--- src/rtl/keyreg_multi_if.sv ---
// Keypad-side bus for keyreg_multi: key strobe/edit controls in, digit buffer and status out.
interface keyreg_multi_if #(
   parameter int unsigned DIGITS = 4,
   parameter int unsigned DW     = 4
);
   localparam int unsigned CW = $clog2(DIGITS + 1);

   logic [DW-1:0]        key;
   logic                 shift;
   logic                 backspace;
   logic                 clear;
   logic [DIGITS*DW-1:0] key_buffer;
   logic [CW-1:0]        digit_count;
   logic                 full;
   logic                 entry_active;
   logic                 timeout;

   modport master (
      output key, shift, backspace, clear,
      input  key_buffer, digit_count, full, entry_active, timeout
   );

   modport slave (
      input  key, shift, backspace, clear,
      output key_buffer, digit_count, full, entry_active, timeout
   );
endinterface

--- src/rtl/keyreg_multi.sv ---
// Parametrised keypad entry buffer: keys shift in at slot 0, with backspace, clear,
// digit count, full flag, optional wrap and an inactivity auto-clear.
module keyreg_multi #(
   parameter int unsigned DIGITS      = 4,
   parameter int unsigned DW          = 4,
   parameter int unsigned KEY_MAX     = 9,
   parameter int unsigned BLANK       = 0,
   parameter bit          WRAP        = 1'b0,
   parameter int unsigned TIMEOUT_CYC = 2500
) (
   input  logic          clk_i,
   input  logic          rst_i,
   keyreg_multi_if.slave bus
);
   localparam int unsigned CW  = $clog2(DIGITS + 1);
   localparam int unsigned TCW = (TIMEOUT_CYC < 2) ? 1 : $clog2(TIMEOUT_CYC);
   localparam logic [TCW-1:0] TMAX  = TCW'((TIMEOUT_CYC == 0) ? 0 : TIMEOUT_CYC - 1);
   localparam logic [CW-1:0]  CFULL = CW'(DIGITS);
   localparam logic [DW-1:0]  BLK   = DW'(BLANK);

   typedef enum logic [1:0] {
      S_IDLE,
      S_ENTRY,
      S_FULL
   } state_e;

   state_e                    state_q, state_d;
   logic [DIGITS-1:0][DW-1:0] slot_q, slot_d;
   logic [CW-1:0]             cnt_q, cnt_d;
   logic [TCW-1:0]            idle_q, idle_d;
   logic                      to_q, to_d;
   logic                      full_q, full_d;
   logic                      act_q, act_d;
   logic                      key_ok;

   assign key_ok = (32'(bus.key) <= KEY_MAX);

   always_ff @(posedge clk_i) begin
      if (rst_i) begin
         state_q <= S_IDLE;
         for (int i = 0; i < int'(DIGITS); i++) slot_q[i] <= BLK;
         cnt_q   <= '0;
         idle_q  <= '0;
         to_q    <= 1'b0;
         full_q  <= 1'b0;
         act_q   <= 1'b0;
      end else begin
         state_q <= state_d;
         slot_q  <= slot_d;
         cnt_q   <= cnt_d;
         idle_q  <= idle_d;
         to_q    <= to_d;
         full_q  <= full_d;
         act_q   <= act_d;
      end
   end

   // Priority: clear > backspace > shift > inactivity timeout.
   always_comb begin
      slot_d  = slot_q;
      cnt_d   = cnt_q;
      idle_d  = idle_q;
      to_d    = 1'b0;
      state_d = state_q;
      if (bus.clear) begin
         for (int i = 0; i < int'(DIGITS); i++) slot_d[i] = BLK;
         cnt_d  = '0;
         idle_d = '0;
      end else if (bus.backspace) begin
         idle_d = '0;
         if (cnt_q != '0) begin
            for (int i = 0; i < int'(DIGITS) - 1; i++) slot_d[i] = slot_q[i+1];
            slot_d[DIGITS-1] = BLK;
            cnt_d = cnt_q - CW'(1);
         end
      end else if (bus.shift) begin
         idle_d = '0;
         if (key_ok && (cnt_q != CFULL || WRAP)) begin
            for (int i = int'(DIGITS) - 1; i > 0; i--) slot_d[i] = slot_q[i-1];
            slot_d[0] = bus.key;
            if (cnt_q != CFULL) cnt_d = cnt_q + CW'(1);
         end
      end else if (state_q != S_IDLE && TIMEOUT_CYC != 0) begin
         if (idle_q == TMAX) begin
            for (int i = 0; i < int'(DIGITS); i++) slot_d[i] = BLK;
            cnt_d = '0;
            to_d  = 1'b1;
         end else begin
            idle_d = idle_q + TCW'(1);
         end
      end

      // State follows the post-update digit count.
      if (cnt_d == '0)        state_d = S_IDLE;
      else if (cnt_d == CFULL) state_d = S_FULL;
      else                    state_d = S_ENTRY;

      if (state_d == S_IDLE) idle_d = '0;
   end

   assign full_d = (state_d == S_FULL);
   assign act_d  = (state_d != S_IDLE);

   assign bus.key_buffer   = slot_q;
   assign bus.digit_count  = cnt_q;
   assign bus.full         = full_q;
   assign bus.entry_active = act_q;
   assign bus.timeout      = to_q;

   a_cnt_range : assert property (@(posedge clk_i) disable iff (rst_i) cnt_q <= CFULL);
   a_full_cnt  : assert property (@(posedge clk_i) disable iff (rst_i) full_q == (cnt_q == CFULL));
   a_to_pulse  : assert property (@(posedge clk_i) disable iff (rst_i) to_q |=> !to_q);
endmodule

--- src/flat_wrapper.sv ---
// flat-port wrapper written by rule: the top's interface ports become plain ports
module keyreg_multi_flat 
#(
   parameter int unsigned DIGITS      = 4,
   parameter int unsigned DW          = 4,
   parameter int unsigned KEY_MAX     = 9,
   parameter int unsigned BLANK       = 0,
   parameter bit          WRAP        = 1'b0,
   parameter int unsigned TIMEOUT_CYC = 2500
)
  (clk_i, rst_i, bus_key, bus_shift, bus_backspace, bus_clear, bus_key_buffer, bus_digit_count, bus_full, bus_entry_active, bus_timeout);
  keyreg_multi_if #(.DIGITS(DIGITS), .DW(DW)) bus_i ();
  input  logic clk_i;
  input  logic rst_i;
  input wire logic [$bits(bus_i.key)-1:0] bus_key;
  input wire logic [$bits(bus_i.shift)-1:0] bus_shift;
  input wire logic [$bits(bus_i.backspace)-1:0] bus_backspace;
  input wire logic [$bits(bus_i.clear)-1:0] bus_clear;
  output wire logic [$bits(bus_i.key_buffer)-1:0] bus_key_buffer;
  output wire logic [$bits(bus_i.digit_count)-1:0] bus_digit_count;
  output wire logic [$bits(bus_i.full)-1:0] bus_full;
  output wire logic [$bits(bus_i.entry_active)-1:0] bus_entry_active;
  output wire logic [$bits(bus_i.timeout)-1:0] bus_timeout;
  assign bus_i.key = bus_key;
  assign bus_i.shift = bus_shift;
  assign bus_i.backspace = bus_backspace;
  assign bus_i.clear = bus_clear;
  assign bus_key_buffer = bus_i.key_buffer;
  assign bus_digit_count = bus_i.digit_count;
  assign bus_full = bus_i.full;
  assign bus_entry_active = bus_i.entry_active;
  assign bus_timeout = bus_i.timeout;
  keyreg_multi #(.DIGITS(DIGITS), .DW(DW), .KEY_MAX(KEY_MAX), .BLANK(BLANK), .WRAP(WRAP), .TIMEOUT_CYC(TIMEOUT_CYC)) u_core (.clk_i(clk_i), .rst_i(rst_i), .bus(bus_i));
endmodule
--- config.mk ---
export PLATFORM = sky130hd
export DESIGN_NAME = keyreg_multi_flat
export DESIGN_NICKNAME = d
export VERILOG_FILES = /design/src/rtl/keyreg_multi_if.sv /design/src/rtl/keyreg_multi.sv /design/src/flat_wrapper.sv
export SDC_FILE = /design/constraint.sdc
export NUM_CORES = 1
export LEC_CHECK = 0
export ABC_AREA = 1
export CAP_MARGIN = 30
export CORE_UTILIZATION = 25
export CTS_BUF_LIST = sky130_fd_sc_hd__clkbuf_16
export DETAILED_ROUTE_END_ITERATION = 12
export GPL_TIMING_DRIVEN = 0
export PLACE_DENSITY_LB_ADDON = 0.25
export SKIP_LAST_GASP = 1
export SLEW_MARGIN = 20
export SYNTH_ARGS = -nofsm -noshare
export SYNTH_HDL_FRONTEND = slang
export SYNTH_SLANG_ARGS = --single-unit
--- constraint.sdc ---
create_clock -name clk_i -period 1.95 [get_ports clk_i]
set_input_delay 0.195 -clock clk_i [delete_from_list [all_inputs] [get_ports clk_i]]
set_output_delay 0.195 -clock clk_i [all_outputs]
set_load 0.05 [all_outputs]
==> qor.yml <==
clocking:
  tritoncts: "yes"
  insertion_delay_ns: 0.27
  cts_sinks: 35
  cts.htree.levels: 2
  clk_pin_slew_ns: 0.05
  cts_buffer_depth: 2
  cts_root_buf: "clkbuf_16"
  numCtsBuffers: 5
layout:
  multi_input_area_mm2: 0.00107
  final_common_cell: "nand2_1"
  regArea_um2: 704
  num-nets-final: 308
  layout_common_cells: "nand2_1 (38), dfxtp_1 (32), clkdlybuf4s50_1 (30), inv_1 (29), a21oi_1 (23)"
  drive_above_1_share: 0.169
  final_cell_area_mm2: 0.00254
  area_delta_synth_final_pct: 30.8
  finalNonFillerCells: 395
  fillers: 803
  diodes: 0
outcome:
  outcome: "complete, no violations"
sta:
  slew_headroom: 0.658
  rsz0062_at_grt: "no"
  fin_crit_sh: 0.919
  fin_crit_ns: 1.79
  tightest_slew_ns: 0.512
  hold_viol: 0
  setup-violations-final: 0
  clock_skew_ns: 0.00257
  fmax_ghz: 0.558
  slew_violations: 0
grt:
  grt_pass1_vias: 1643
  grt_max_degree: 11
  antenna_found_initial: 0
  grt_pass1_wl_um: 7910
  grt_overflow: 0
  track_usage: 0.118
logic_synthesis:
  synth_seq_cells: 35
  syn_nets: 269
  yosysWarnings: 0
  synthCells: 256
  synth.yosys.seq_area_share: 0.361
  ys_types: 34
  synth_area_per_cell_um2: 7.59
  synth_area_mm2: 0.00194
power_and_ir_drop:
  power.switching_uw: 469
  power.density_mw_per_mm2: 694
  power.share.switching: 0.266
  combPwrFrac: 0.160
  p_leak_nw: 0.892
  ir_drop_mv: 0.447
  power.internal_mw: 1.29
  p_clk_frac: 0.419
  power.total_mw: 1.76
  p_seq_frac: 0.421
setup_path:
  r2r_end: "u_core.bus.key_buffer[10]"
  crit_fanout: 10
  startpoint_type: "register"
  r2r_cells: 10
  r2r-start: "u_core.bus.digit_count[0]"
  worstPathArrival_ns: 1.93
  slowest_delay_ns: 0.37
  endpoint: "u_core.bus.key_buffer[10]"
  path_class: "register to register"
  r2r_setup_slack_ns: 0.16
  startpoint: "u_core.bus.digit_count[0]"
  crit_top_cell: "nand2_1"
  crit_chain: "inv_1 > ha_1 > nand2_1 > nand2_1 > a22oi_2 > buf_4 > nand2_2 > buf_6 > nand2_1 > a21oi_1"
  required_ns: 2.09
  endpoint_kind: "register"
  critPathSlowestCell: "dfxtp_2"
detailed_routing:
  drt_iter0_markers: 39
  final_antenna_net_count: 0
  drtPass1Iterations: 4
  routed_wirelength_um: 4620
  drc: 0
  wl_per_cell_um: 11.7
  vias: 1791
  vias_per_cell: 4.53
floorplanning:
  io_pins: 31
  rows: 31
  core_area_mm2: 0.00737
  die_h_um: 90.1
  die_area_mm2: 0.00812
  die_x_um: 90.1
  initial_core_util: 0.263
placed_design:
  hpwl_um: 3350
  place_area_mm2: 0.00237
  io_buffers: 30
  place_inst: 385
  place_congestion: 0.799
hold_path:
  min_path_type: "register to register"
job:
  drv_cap: 0
kinds of logic (layout without fill, tap and decap cells):
logic type / after synthesis / after routing / synth area share
adders and majority gates: 4 / 4 / 0.0258
AOI/OAI and AO/OA: 47 / 47 / 0.158
buffers and inverters: 39 / 79 / 0.0954
DFF: 35 / 35 / 0.361
and+or+nand+nor: 120 / 120 / 0.311
xor gates and xnor gates: 11 / 11 / 0.0496
how the worst min path moves through the flow:
stage | start | end | slack (ns) | cells past startpoint
floorplan | rst_i | u_core.bus.digit_count[0] | 0.26 | 1
global placement | u_core.bus.key_buffer[0] | u_core.bus.key_buffer[0] | 0.47 | 2
detailed placement | u_core.bus.key_buffer[2] | u_core.bus.key_buffer[2] | 0.48 | 2
CTS | u_core.bus.key_buffer[2] | u_core.bus.key_buffer[2] | 0.49 | 2
global route | u_core.bus.key_buffer[2] | u_core.bus.key_buffer[2] | 0.50 | 2
finish | u_core.bus.key_buffer[2] | u_core.bus.key_buffer[2] | 0.48 | 2
layout make-up:
type	count	area share
buffer	9	0.0286
clock buffer	5	0.0493
clock inverter	3	0.00493
inverter	30	0.0443
multi-input combinational	182	0.423
sequential	35	0.277
tap	99	0.0488
timing repair buffer	32	0.124
worst max-delay path: cells and delay by family, from the launching register on:
kind / cells / cell delay [ns]
AO/OA/AOI/OAI: 2 / 0.22
adder cells (fa/ha/maj): 1 / 0.21
flip-flops: 1 / 0.37
buffers and inverters: 3 / 0.44
AND/OR/NAND/NOR: 4 / 0.41
metrics by stage:
step	hold slack [ns]	setup TNS, ns	util	setup slack (ns)
finish	0.484	0	0.345	0.158
global route	0.501	0	0.345	0.00399
detailed placement	0.477	-1.62	0.321	-0.0973
CTS	0.487	0	0.340	0.0285
floorplan	0.260	0	-	0.0842
global placement	0.473	-1.94	0.321	-0.113
power groups by stage:
stage / Clock [mW] / Sequential (mW) / Combinational [mW]
after CTS: 0.764 / 0.742 / 0.275
after global placement: 0 / 0.758 / 0.273
after floorplan: 0 / 0.798 / 0.149
after detailed placement: 0 / 0.758 / 0.274
after global routing: 0.804 / 0.744 / 0.308
final: 0.739 / 0.742 / 0.282
repair_timing:
item / 4_1_cts / 5_1_grt
setup endpoints to repair: 0 / 24
setup buffers: 0 / 2
hold buffers: 0 / 0
gates resized for setup: 0 / 4
state kept, by name (all words and copies together) (netlist names):
register	cells
u_core.bus.timeout	1
u_core.bus.digit_count	3
u_core.bus.full	1
u_core.bus.entry_active	1
u_core.bus.key_buffer	16
u_core.state_q	1
u_core.idle_q	12
layer usage:
layer  share of wire  vias to the layer above  GRT usage
met5               0                        -          0
met4          0.0041                        0     0.0282
met3           0.043                        2     0.0321
met2            0.44                       37      0.183
met1            0.51                      827      0.162
li1                -                      925          -
synthesized netlist by cell type (all sizes together):
| cell | number | share of area |
|---|---|---|
| clkbuf | 2 | 0.0039 |
| ha | 4 | 0.026 |
| nand4 | 5 | 0.019 |
| a22oi | 1 | 0.0064 |
| inv | 29 | 0.056 |
| dfxtp | 35 | 0.36 |
| or2 | 1 | 0.0032 |
| buf | 7 | 0.034 |
| nor4 | 1 | 0.0032 |
| a31oi | 1 | 0.0032 |
| a22o | 12 | 0.054 |
| nand3 | 22 | 0.064 |
| o211ai | 1 | 0.0039 |
| nor2 | 35 | 0.088 |
| o21ai | 8 | 0.023 |
| xor2 | 10 | 0.045 |
| xnor2 | 1 | 0.0045 |
| nand2 | 44 | 0.095 |
| nor3 | 12 | 0.037 |
| a21oi | 24 | 0.068 |
| clkinv | 1 | 0.0019 |
(Power assumes the default switching activity.)
